[src/rtl/fetch_unit.sv]
// fetch_unit
//
// Instruction fetch stage sitting directly in front of the main decoder.
// Owns the program counter, issues in-order word requests to instruction
// memory, buffers the returned words together with their PCs in a small
// FIFO and hands them to decode under a valid/ready handshake. A redirect
// from execute (taken branch / jal) flushes the FIFO and arranges for every
// response still owed by memory to be discarded when it arrives.
//
// Parameters:
//   RESET_PC  first fetch address after reset
//   DEPTH     FIFO entries and maximum in-flight credit (power of 2, >= 2)
//
// Optional feature (compile-time macro FETCH_MISALIGN_TRAP_EN):
//   Adds the `misaligned` output and a RUN/HALT state machine. A redirect to
//   a target with non-zero low bits halts fetch until a redirect to an
//   aligned target arrives. Without the macro the low two target bits are
//   simply forced to zero.
//
// Ports:
//   clock            in   system clock, rising edge
//   reset            in   synchronous, active-high
//   imem_req_valid   out  fetch request valid
//   imem_req_ready   in   memory accepts request
//   imem_req_addr    out  word address of request, bits [1:0] always 00
//   imem_rsp_valid   in   response word valid, one per accepted request, in order
//   imem_rsp_data    in   response instruction word
//   redirect         in   taken branch/jump this cycle
//   redirect_target  in   new PC
//   instr_valid      out  instruction available to decode
//   instr_ready      in   decode consumes the instruction
//   instr            out  instruction at FIFO head
//   instr_pc         out  PC of instr
//   opcode           out  instr[6:0], feeds the main decoder
//   misaligned       out  (FETCH_MISALIGN_TRAP_EN only) fetch halted on a
//                         misaligned redirect target

module fetch_unit #(
    parameter logic [31:0] RESET_PC = 32'h0000_0000,
    parameter int          DEPTH    = 2
) (
    input  logic        clock,
    input  logic        reset,
    output logic        imem_req_valid,
    input  logic        imem_req_ready,
    output logic [31:0] imem_req_addr,
    input  logic        imem_rsp_valid,
    input  logic [31:0] imem_rsp_data,
    input  logic        redirect,
    input  logic [31:0] redirect_target,
    output logic        instr_valid,
    input  logic        instr_ready,
    output logic [31:0] instr,
    output logic [31:0] instr_pc,
    output logic [6:0]  opcode
`ifdef FETCH_MISALIGN_TRAP_EN
    ,
    output logic        misaligned
`endif
);

    localparam int AW = $clog2(DEPTH);
    localparam int CW = AW + 1;
    localparam logic [CW:0] DEPTH_LIM = (CW+1)'(DEPTH);

    logic [31:0]   fetch_pc;
    logic [31:0]   resp_pc;
    logic [CW-1:0] fifo_count;
    logic [CW-1:0] pending;
    logic [CW-1:0] drop;
    logic [AW-1:0] wr_ptr;
    logic [AW-1:0] rd_ptr;
    logic [31:0]   fifo_data [DEPTH];
    logic [31:0]   fifo_pc   [DEPTH];

    logic [CW:0]   credit_used;
    logic          run_ok;
    logic          req_fire;
    logic          fifo_push;
    logic          fifo_pop;
    logic [31:0]   target_aligned;

    assign target_aligned = {redirect_target[31:2], 2'b00};

`ifdef FETCH_MISALIGN_TRAP_EN
    localparam logic [0:0] ST_RUN  = 1'b0;
    localparam logic [0:0] ST_HALT = 1'b1;

    logic [0:0] state;
    logic       target_misaligned;

    assign target_misaligned = |redirect_target[1:0];
    assign run_ok            = (state == ST_RUN);

    // Trap state machine: every redirect re-decides between RUN and HALT
    // based on the alignment of its target; the flush itself is handled by
    // the main datapath exactly as for an aligned redirect.
    always_ff @(posedge clock) begin
        if (reset) begin
            state      <= ST_RUN;
            misaligned <= 1'b0;
        end else if (redirect) begin
            if (target_misaligned) begin
                state      <= ST_HALT;
                misaligned <= 1'b1;
            end else begin
                state      <= ST_RUN;
                misaligned <= 1'b0;
            end
        end
    end
`else
    logic unused_target_lsbs;

    assign unused_target_lsbs = ^redirect_target[1:0];
    assign run_ok             = 1'b1;
`endif

    // Words already buffered plus words still owed by memory may never
    // exceed the FIFO size, so every response always has a slot waiting.
    assign credit_used    = {1'b0, fifo_count} + {1'b0, pending};
    assign imem_req_valid = !reset && !redirect && run_ok && (credit_used < DEPTH_LIM);
    assign imem_req_addr  = fetch_pc;
    assign req_fire       = imem_req_valid && imem_req_ready;

    // Responses belonging to a flushed stream are swallowed while drop is
    // non-zero; a response landing in the redirect cycle itself is stale too.
    assign fifo_push = imem_rsp_valid && !redirect && (drop == '0);
    assign fifo_pop  = instr_valid && instr_ready;

    assign instr_valid = (fifo_count != '0);
    assign instr       = fifo_data[rd_ptr];
    assign instr_pc    = fifo_pc[rd_ptr];
    assign opcode      = instr[6:0];

    // Control state. The pending update is the same in redirect and normal
    // cycles (no request can fire during a redirect); drop is reloaded from
    // pending so that any words owed for earlier redirects are included.
    always_ff @(posedge clock) begin
        if (reset) begin
            fetch_pc   <= RESET_PC;
            resp_pc    <= RESET_PC;
            fifo_count <= '0;
            pending    <= '0;
            drop       <= '0;
            wr_ptr     <= '0;
            rd_ptr     <= '0;
        end else begin
            pending <= pending + CW'(req_fire) - CW'(imem_rsp_valid);
            if (redirect) begin
                drop       <= pending - CW'(imem_rsp_valid);
                fetch_pc   <= target_aligned;
                resp_pc    <= target_aligned;
                fifo_count <= '0;
                wr_ptr     <= '0;
                rd_ptr     <= '0;
            end else begin
                if (req_fire) begin
                    fetch_pc <= fetch_pc + 32'd4;
                end
                if (imem_rsp_valid && (drop != '0)) begin
                    drop <= drop - CW'(1);
                end
                if (fifo_push) begin
                    resp_pc <= resp_pc + 32'd4;
                    wr_ptr  <= wr_ptr + AW'(1);
                end
                if (fifo_pop) begin
                    rd_ptr <= rd_ptr + AW'(1);
                end
                fifo_count <= fifo_count + CW'(fifo_push) - CW'(fifo_pop);
            end
        end
    end

    // FIFO storage needs no reset; entries are only visible once counted.
    always_ff @(posedge clock) begin
        if (fifo_push) begin
            fifo_data[wr_ptr] <= imem_rsp_data;
            fifo_pc[wr_ptr]   <= resp_pc;
        end
    end

endmodule
[config.mk]
export PLATFORM = sky130hd
export DESIGN_NAME = fetch_unit
export DESIGN_NICKNAME = d
export VERILOG_FILES = /design/src/rtl/fetch_unit.sv
export SDC_FILE = /design/constraint.sdc
export NUM_CORES = 1
export LEC_CHECK = 0
export BUFFER_PORTS_ARGS = -buffer_cell sky130_fd_sc_hd__buf_2
export CORE_MARGIN = 2
export CORE_UTILIZATION = 40
export DETAILED_ROUTE_END_ITERATION = 7
export PLACE_DENSITY_LB_ADDON = 0.3
export SLEW_MARGIN = 20
export SYNTH_ARGS = -nofsm -noshare
export SYNTH_HDL_FRONTEND = slang
export SYNTH_SLANG_ARGS = --single-unit
[constraint.sdc]
create_clock -name clock -period 11.3 [get_ports clock]
set_input_delay 0.565 -clock clock [delete_from_list [all_inputs] [get_ports clock]]
set_output_delay 0.565 -clock clock [all_outputs]
set_load 0.02 [all_outputs]
==> results of run 1 <==
[Yosys cell counts, types with 18 or more instances]
library cell,number
edfxtp_1,124
dfxtp_1,69
mux2_2,62
xnor2_1,41
a21oi_1,33
nand2_1,31
inv_1,30
nand4_1,26
a21boi_0,25
nor2_1,25
clkbuf_1,21
nor3_1,19
xor2_1,18
[through the flow]
stage | hold slack, ns | power (W) | cell area (sq um) | setup WS [ns]
after CTS | 0.308 | 0.00158 | 9920 | 8.35
after floorplan | 0.461 | 0.000937 | 8320 | 6.97
after detailed placement | 0.495 | 0.000995 | 9350 | 8.37
after global placement | 0.486 | 0.000993 | 9340 | 8.39
after global routing | 0.304 | 0.00163 | 9920 | 8.23
final | 0.331 | 0.00156 | 9920 | 8.36
[logic make-up (layout without fill, tap and decap cells)]
kind of cell,Yosys count,count (layout)
mux,65,65
simple gates,164,164
other cells,1,4
xor+xnor,59,59
compound gates,95,95
buf+inv,72,237
flops,193,193
fa+ha+maj,9,9
[registers in the layout (all words and copies together), names as in the netlist, named ones only]
register,cells
drop,2
fifo_count,2
fifo_pc,60
wr_ptr,1
pending,2
resp_pc,30
imem_req_addr,30
fifo_data,64
rd_ptr,1
[critical path, stage by stage (launching register included)]
cell and delay [ns]:
dfxtp_1 0.33, and2_1 0.16, fa_1 0.47, or3b_1 0.57, nor2_2 0.35, inv_2 0.18, nor4_1 0.33, mux2_1 0.35
a21oi_1 0.13
[cell type report]
cell class / instances / area share, %
tap: 270 / 3.40
timing repair buffer: 174 / 8.93
clock buffer: 17 / 4.29
multi-input combinational: 396 / 29.2
sequential: 193 / 51.5
clock inverter: 15 / 1.53
inverter: 31 / 1.17
[how the worst max path moves through the flow]
stage	from	end	slack [ns]
6_report	pending[0]	imem_req_addr[13]	8.36
5_1_grt	pending[0]	imem_req_addr[13]	8.23
4_1_cts	pending[0]	imem_req_addr[13]	8.35
3_5_place_dp	pending[0]	imem_req_addr[13]	8.37
3_3_place_gp	pending[0]	imem_req_addr[13]	8.39
2_1_floorplan	redirect	fifo_data[0][0]	6.97
[where the power goes]
group	internal, W	switching (W)	leakage [nW]
sequential	0.000787	0.0000282	1.71
clock	0.000312	0.000271	0.286
combinational	0.0000649	0.0000988	1.69
total	0.00116	0.000398	3.69
[routing by layer]
metal | global-route usage, % | wire length (um) | vias up
met3 | 3.62 | 1080 | 13
met1 | 23.4 | 8720 | 2549
met5 | 0 | 0 | -
met4 | 4.81 | 192 | 0
li1 | - | - | 2704
met2 | 24.3 | 7810 | 197
==> metrics.md, run 1 <==
| Metric | Value |
|---|---|
| R2R Setup Slk | 8.36 ns |
| GRT Overall Usage | 16.2% |
| Layout cells sized above 1 | 33.8% |
| Area of the multi-input gates | 0.00290 sq mm |
| Area Overhead vs Synth | 19.4% |
| Most common cell after layout, fill and taps aside | buf_2 |
| Multiplexer area fraction after synthesis | 8.80% |
| HP Class | in2reg |
| Initial drt markers | 262 |
| Xor-xnor portion of the synthesized cell area | 6.22% |
| Longest Clk Path Bufs | 2 |
| CTS Hold Bufs | 0 |
| Final period util | 26.1% |
| Avg Inst Size Synth | 12.6 sq um |
| Via-to-Cell Ratio | 4.98 |
| DIE WIDTH | 148 um |
| CP Class | reg2reg |
| Synth Instances | 658 |
| Tmin final | 2.94 ns |
| R2r endpoint | imem_req_addr[13] |
| Number of flops mapped to enable cells by yosys | 124 |
| Row count | 52 |
| Postcts setup bufs | 0 |
| Layout Utilization | 48.9% |
| Register area | 0.00511 sq mm |
| Clock Tree Root | clkbuf_16 |
| Max VDD drop | 0.123 mV |
| Ys async rst share | 0% |
| Endpoint class of the critical path | register |
| Hold_sp | imem_rsp_data[1] |
| Post-CTS resize count | 0 |
| Largest net degree at the start of global routing | 63 |
| Critical path required time | 11.66 ns |
| Most frequent cells in the layout | buf_2, edfxtp_1, dfxtp_1, mux2_2, xnor2_1 |
| # diodes | 0 |
| Fin nets | 892 |
| Detailed-route via count | 5463 |
| Residual DRC | 0 |
| Worst Skew | 0.0117 ns |
| WHS Path Cells | 1 |
| Clock Pin Slew Worst Setup and Hold Paths | 0.08 ns |
| Worst Path Arrival | 3.30 ns |
| Reg2reg path depth | 8 |
| First-pass GRT wire length | 27500 um |
| WL per Instance | 16.3 um |
| Vias in the first global route | 5191 |
| Area leader, netlist | edfxtp_1 |
| Combinational family with the most area after synthesis | simple AND/OR/NAND/NOR gates |
| Status | finished, final reports clean |
| Hpwl dp | 12000 um |
| Remaining global-route overflow | 0 |
| Synthesized cell area | 0.00831 sq mm |
| MaxCap Viol Count | 0 |
| Worst Hold End | fifo_data[1][1] |
| RSZ-0062 raised after global routing | no |
| F_max | 340 MHz |
| Area share of the largest cell type after synthesis | 44.8% |
| Synth Area in Compound Gates | 7.42% |
| Post-synthesis register bit count | 193 |
| Router iterations before antenna repair | 7 |
| Worst Max-Slew Pin Slew | 0.851 ns |
| Initial antenna violation count | 0 |
| YS warnings | 0 |
| Max Transition Viols Final | 0 |
| H-Tree Depth | 4 |
| Pwr Density | 157 mW/mm^2 |
| Post-Route WL | 17800 um |
| Synth top area cells | edfxtp_1, dfxtp_1, mux2_2 |
| Sum of negative setup slack | 0 ns |
| Main synth FF type | edfxtp_1 |
| Initial Util | 40.9% |
| Netlist cell types | 50 |
| # fillers | 1869 |
| CTS Buf Count | 17 |
| Worst setup SP type | register |
| Setup violators final | 0 |
| Simple-Gate Fraction of Synth Area | 10.7% |
| I/O Pins | 175 |
| Die area | 0.0219 sq mm |
| Synth Area in Adders | 1.45% |
| RD Place Congestion | 0.852 |
| Leakage | 3.69 nW |
| CTS tree | yes |
| Worst skew pair latency | 0.43 ns |
| Post-DRT Antenna Nets | 0 |
| Sequential share of the synthesized area | 61.4% |
| Dpl cells | 1064 |
| Reg-to-Reg Start | pending[0] |
| Core area | 0.0203 sq mm |
| Number of I/O port buffers | 168 |
| Crit-path max FO | 9 |
| Num Clock Sinks | 193 |
| Worst slew margin | 43.3% |
| Hold Vio Cnt, Final | 0 |
| Die H | 148 um |
| Finished Layout Cells | 1096 |
Note: power is estimated with default switching activity, not from simulation.
==> inputs of run 2 (changes only) <==
clock period = 2.8 ns   (was 11.3 ns; I/O delays follow)
==> metrics.md, run 2 (same netlist as run 1, synthesis figures left out) <==
| Metric | Value |
|---|---|
| Worst Hold End | resp_pc[25] (was fifo_data[1][1]) |
| Postcts setup bufs | 0 (unchanged) |
| Router iterations before antenna repair | 5 (was 7) |
| RSZ-0062 raised after global routing | no (unchanged) |
| Worst path bufs/invs | 0 (was 1) |
| Final period util | 92.4% (was 26.1%) |
| Layout cells sized above 1 | 32.4% (was 33.8%) |
| Max Transition Viols Final | 0 (unchanged) |
| Die H | 148 um (unchanged) |
| Hold Vio Cnt, Final | 0 (unchanged) |
| Fin area | 0.0104 sq mm (was 0.00992 sq mm) |
| Largest regs | fifo_data x64, fifo_pc x60 (unchanged) |
| Via-to-Cell Ratio | 4.99 (was 4.98) |
| Status | finished, final reports clean (unchanged) |
| Max reg flops | 64 (unchanged) |
| Slowest-stage cell, CP | or4_4 (was or3b_1) |
| Area Overhead vs Synth | 24.8% (was 19.4%) |
| F_max | 387 MHz (was 340 MHz) |
| Tot Pwr | 0.00643 W (was 0.00156 W) |
| CP Class | reg2reg (unchanged) |
| Pwr Density | 620 mW/mm^2 (was 157 mW/mm^2) |
| Reg2reg path depth | 6 (was 8) |
| GRT Overall Usage | 16.6% (was 16.2%) |
| Post-CTS resize count | 0 (unchanged) |
| Residual DRC | 0 (unchanged) |
| Area after DPL | 0.00944 sq mm (was 0.00935 sq mm) |
| HP Class | in2reg (unchanged) |
| # fillers | 1813 (was 1869) |
| Endpoint class of the critical path | register (unchanged) |
| CP top delay family | simple AND/OR/NAND/NOR gates (unchanged) |
| Dpl cells | 1072 (was 1064) |
| Num Clock Sinks | 193 (unchanged) |
| DIE WIDTH | 148 um (unchanged) |
| Setup violators final | 0 (unchanged) |
| Detailed-route via count | 5686 (was 5463) |
| Most frequent cells in the layout | buf_2, edfxtp_1, dfxtp_1, mux2_2, xnor2_1 (unchanged) |
| Worst Skew | 0.0108 ns (was 0.0117 ns) |
| Finished Layout Cells | 1139 (was 1096) |
| Max VDD drop | 0.434 mV (was 0.123 mV) |
| MaxCap Viol Count | 0 (unchanged) |
| Longest Clk Path Bufs | 2 (unchanged) |
| Leakage | 3.87 nW (was 3.69 nW) |
| R2r endpoint | imem_req_addr[12] (was imem_req_addr[13]) |
| Initial Util | 40.9% (unchanged) |
| Remaining global-route overflow | 0 (unchanged) |
| Crit path cell chain | and2_1, fa_1, or3b_1, or4_4, or3_1, a31oi_1 (was and2_1, fa_1, or3b_1, nor2_2, inv_2, nor4_1, mux2_1, a21oi_1) |
| CTS tree | yes (unchanged) |
| CTS Buf Count | 17 (unchanged) |
| Largest net degree at the start of global routing | 63 (unchanged) |
| Core area | 0.0203 sq mm (unchanged) |
| Worst skew pair latency | 0.43 ns (about the same) |
| Register name with the most flops | fifo_data (unchanged) |
| Initial antenna violation count | 1 (was 0) |
| Hpwl dp | 12400 um (was 12000 um) |
| R2R Setup Slk | 0.21 ns (was 8.36 ns) |
| Sum of negative setup slack | 0 ns (unchanged) |
| Worst setup SP type | register (unchanged) |
| Initial drt markers | 249 (was 262) |
| Reg-to-Reg Start | pending[0] (unchanged) |
| Most common cell after layout, fill and taps aside | buf_2 (unchanged) |
| Clock Pin Slew Worst Setup and Hold Paths | 0.07 ns (was 0.08 ns) |
| Vias in the first global route | 5456 (was 5191) |
| RD Place Congestion | 0.801 (was 0.852) |
| Crit-path max cell delay | 0.60 ns (was 0.57 ns) |
| WHS Path Cells | 3 (was 1) |
| Post-Route WL | 18200 um (was 17800 um) |
| Post-DRT Antenna Nets | 0 (unchanged) |
| Tmin final | 2.59 ns (was 2.94 ns) |
| Critical path required time | 3.16 ns (was 11.66 ns) |
| Number of I/O port buffers | 168 (unchanged) |
| Worst Path Arrival | 2.94 ns (was 3.30 ns) |
| Row count | 52 (unchanged) |
| Layout Utilization | 51.1% (was 48.9%) |
| I/O Pins | 175 (unchanged) |
| Fin nets | 934 (was 892) |
| H-Tree Depth | 4 (unchanged) |
| First-pass GRT wire length | 28400 um (was 27500 um) |
| Clock Tree Root | clkbuf_16 (unchanged) |
| WL per Instance | 16.0 um (was 16.3 um) |
| Die area | 0.0219 sq mm (unchanged) |
| Crit-path max FO | 7 (was 9) |
| CTS Hold Bufs | 34 (was 0) |
| Hold_sp | redirect_target[25] (was imem_rsp_data[1]) |
-- run 2: changes by cell type in the layout (fill, tap and decap cells not counted), moves of 2 or more --
| cell | change |
|---|---|
| buf_12 | +3 |
| buf_4 | +5 |
| bufinv_16 | +2 |
| clkbuf_1 | +4 |
| clkinv_4 | -4 |
| clkinvlp_4 | +2 |
| dlygate4sd3_1 | +34 |
| inv_8 | -4 |
-- run 2: layer usage --
layer  wire length (um)  part of all wire (%)  vias to the layer above  GRT usage [%]
li1                   -                     -                     2784              -
met1               8730                    48                     2666           23.6
met2               7980                    44                      217           25.5
met3               1290                   7.1                       19           3.96
met4                210                   1.2                        0           4.81
met5                  0                     0                        -              0
-- run 2: metrics by stage --
stage / setup slack [ns] / hold slack, ns
2_1_floorplan: 0.208 / 0.239
3_3_place_gp: 0.247 / 0.327
3_5_place_dp: 0.203 / 0.331
4_1_cts: 0.202 / 0.00275
5_1_grt: 0.0903 / 0.0268
6_report: 0.214 / 0.0158
-- run 2: worst min-delay path, delay by kind of cell --
kind,cells,cell delay [ns]
buffers and inverters,1,0.12
and+or+nand+nor,1,0.09
AOI/OAI and AO/OA,1,0.05
-- run 2: layout make-up --
class / instances / area, sq um / area share [%]
clock buffer: 22 / 454 / 4.38
sequential: 193 / 5110 / 49.2
tap: 270 / 338 / 3.26
multi-input combinational: 396 / 2890 / 27.9
clock inverter: 10 / 135 / 1.30
timing repair buffer: 216 / 1320 / 12.8
inverter: 31 / 116 / 1.12
antenna: 1 / 2.50 / 0.0241
-- run 2: where the power goes --
part,internal [W],switching (W)
sequential,0.00318,0.000117
clock,0.00143,0.000993
combinational,0.000309,0.000410
total,0.00491,0.00152
-- run 2: how the worst max path moves through the flow --
stage	from	end	slack (ns)	depth (start not counted)
floorplan	pending[0]	imem_req_addr[12]	0.21	8
CTS	pending[0]	imem_req_addr[12]	0.20	6
detailed placement	pending[0]	imem_req_addr[12]	0.20	6
global route	pending[0]	imem_req_addr[13]	0.09	8
global placement	pending[0]	imem_req_addr[12]	0.25	6
finish	pending[0]	imem_req_addr[12]	0.21	6
==> inputs of run 3 (changes only) <==
--- a/config.mk
+++ b/config.mk
@@ -11,4 +11,5 @@
 export DETAILED_ROUTE_END_ITERATION = 7
 export PLACE_DENSITY_LB_ADDON = 0.3
+export RECOVER_POWER = 50
 export SLEW_MARGIN = 20
 export SYNTH_ARGS = -nofsm -noshare
==> constraint.sdc (replaced) <==
create_clock -name clock -period 2.8 [get_ports clock]
set_input_delay 0.14 -clock clock [delete_from_list [all_inputs] [get_ports clock]]
set_output_delay 0.14 -clock clock [all_outputs]
set_load 0.01 [all_outputs]
==> metrics.md, run 3 (same netlist as run 1, synthesis figures left out) <==
| Metric | Value |
|---|---|
| Status | finished, final reports clean (unchanged) |
| Met2 usage | 23.9% (was 25.5%) |
| CP Class | reg2reg (unchanged) |
| Max VDD drop | 0.412 mV (was 0.434 mV) |
| Most common cell after layout, fill and taps aside | edfxtp_1 (was buf_2) |
| Layout Utilization | 50.7% (was 51.1%) |
| Residual DRC | 0 (unchanged) |
| MaxCap Viol Count | 0 (unchanged) |
| # fillers | 1878 (was 1813) |
| Leakage | 3.68 nW (was 3.87 nW) |
| Worst Max-Slew Pin Slew | 1.23 ns |
| RD Place Congestion | 0.815 (was 0.801) |
| Final period util | 94.0% (was 92.4%) |
| Clock Tree Root | clkbuf_16 (unchanged) |
| Met3 GRT Util | 3.68% (was 3.96%) |
| Die H | 148 um (unchanged) |
| Most frequent cells in the layout | edfxtp_1, buf_2, dfxtp_1, clkbuf_1, mux2_2 (was buf_2, edfxtp_1, dfxtp_1, mux2_2, xnor2_1) |
| Core area | 0.0203 sq mm (unchanged) |
| I/O Pins | 175 (unchanged) |
| Remaining global-route overflow | 0 (unchanged) |
| Setup violators final | 0 (unchanged) |
| Vias in the first global route | 5325 (was 5456) |
| Reg-to-Reg Start | pending[0] (unchanged) |
| Postcts setup bufs | 0 (unchanged) |
| Fin nets | 935 (was 934) |
| Router iterations before antenna repair | 4 (was 5) |
| Worst Skew | 0.0121 ns (was 0.0108 ns) |
| CTS Buf Count | 17 (unchanged) |
| GRT Overall Usage | 16.5% (was 16.6%) |
| Largest net degree at the start of global routing | 63 (unchanged) |
| F_max | 380 MHz (was 387 MHz) |
| Detailed-route via count | 5746 (was 5686) |
| Worst Path Arrival | 2.99 ns (was 2.94 ns) |
| Register name with the most flops | fifo_data (unchanged) |
| Endpoint class of the critical path | register (unchanged) |
| Tmin final | 2.63 ns (was 2.59 ns) |
| Critical path required time | 3.16 ns (about the same) |
| Longest Clk Path Bufs | 2 (unchanged) |
| Post-Route WL | 18300 um (was 18200 um) |
| RSZ-0062 raised after global routing | no (unchanged) |
| Sum of negative setup slack | 0 ns (unchanged) |
| Worst skew pair latency | 0.43 ns (about the same) |
| Dpl cells | 1073 (was 1072) |
| Max Transition Viols Final | 0 (unchanged) |
| WL per Instance | 16.0 um (about the same) |
| Area after DPL | 0.00945 sq mm (was 0.00944 sq mm) |
| Initial Util | 40.9% (unchanged) |
| Via-to-Cell Ratio | 5.04 (was 4.99) |
| Largest regs | fifo_data x64, fifo_pc x60 (unchanged) |
| Hold Vio Cnt, Final | 0 (unchanged) |
| Post-CTS resize count | 0 (unchanged) |
| Area Overhead vs Synth | 23.9% (was 24.8%) |
| Slowest-stage cell, CP | or4_4 (unchanged) |
| H-Tree Depth | 4 (unchanged) |
| Fin area | 0.0103 sq mm (was 0.0104 sq mm) |
| WHS | 0.0130 ns (was 0.0158 ns) |
| First-pass GRT wire length | 28400 um (about the same) |
| Die area | 0.0219 sq mm (unchanged) |
| Pwr Density | 620 mW/mm^2 (about the same) |
| Post-DRT Antenna Nets | 0 (unchanged) |
| CTS tree | yes (unchanged) |
| Max reg flops | 64 (unchanged) |
| Met1 Usage GRT | 24.4% (was 23.6%) |
| Crit-path max FO | 7 (unchanged) |
| Initial antenna violation count | 1 (unchanged) |
| Clock Pin Slew Worst Setup and Hold Paths | 0.08 ns (was 0.07 ns) |
| Global route hottest layer | met1 (was met2) |
| Layout cells sized above 1 | 25.2% (was 32.4%) |
| Worst setup SP type | register (unchanged) |
| Row count | 52 (unchanged) |
| Crit-path max cell delay | 0.60 ns (about the same) |
| Number of I/O port buffers | 168 (unchanged) |
| Hold_sp | redirect_target[27] (was redirect_target[25]) |
| HP Class | in2reg (unchanged) |
| Num Clock Sinks | 193 (unchanged) |
| DIE WIDTH | 148 um (unchanged) |
| Finished Layout Cells | 1140 (was 1139) |
| Initial drt markers | 299 (was 249) |
| Worst slew margin | 18.0% |
| Crit path from | pending[0] (unchanged) |
| Crit path cell chain | and2_0, fa_1, or3b_1, or4_4, or3_1, a31oi_1 (was and2_1, fa_1, or3b_1, or4_4, or3_1, a31oi_1) |
| Hpwl dp | 12400 um (about the same) |
run 3: metal layers:
layer	wire (um)	vias to the layer above
li1	-	2797
met1	8860	2711
met2	7910	214
met3	1200	24
met4	315	0
met5	0	-
run 3: report_power, final:
part | switching (W) | internal [W] | leakage (nW)
Clock | 0.00108 | 0.00138 | 0.305
Combinational | 0.000336 | 0.000284 | 1.66
Sequential | 0.000121 | 0.00318 | 1.71
run 3: final timing paths:
kind / endpoint / slack, ns / cells past startpoint
max: imem_req_addr[12] / 0.17 / 6
min: resp_pc[27] / 0.01 / 3
max reg2reg: imem_req_addr[12] / 0.17 / 6
min reg2reg: fifo_pc[1][3] / 0.51 / 0
run 3: stage by stage:
step	total power [W]	worst slack, ns
after global placement	0.00395	0.245
after global routing	0.00663	0.0318
after CTS	0.00645	0.147
after detailed placement	0.00396	0.167
after floorplan	0.00370	0.208
final	0.00638	0.168
run 3: what timing repair did:
item	in CTS	in global routing
setup endpoints to repair	0	0
hold buffers	34	0
hold endpoints to repair	66	0
run 3: layout make-up:
| cell class | instances | area [sq um] | share of cell area (%) |
|---|---|---|---|
| flip-flops and latches | 193 | 5100 | 49.6 |
| multi-input cells | 396 | 2890 | 28.1 |
| repair buffers | 217 | 1230 | 11.9 |
| clock buffers | 21 | 494 | 4.80 |
| well taps | 270 | 338 | 3.28 |
| inverters | 31 | 116 | 1.13 |
| clock inverters | 11 | 114 | 1.11 |
| diodes | 1 | 2.50 | 0.0243 |
run 3: worst max-delay path, delay by kind of cell, from the launching register on:
family	cells	cell delay [ns]
adders and majority gates	1	0.48
and+or+nand+nor	4	1.57
DFF	1	0.33
AOI/OAI and AO/OA	1	0.18
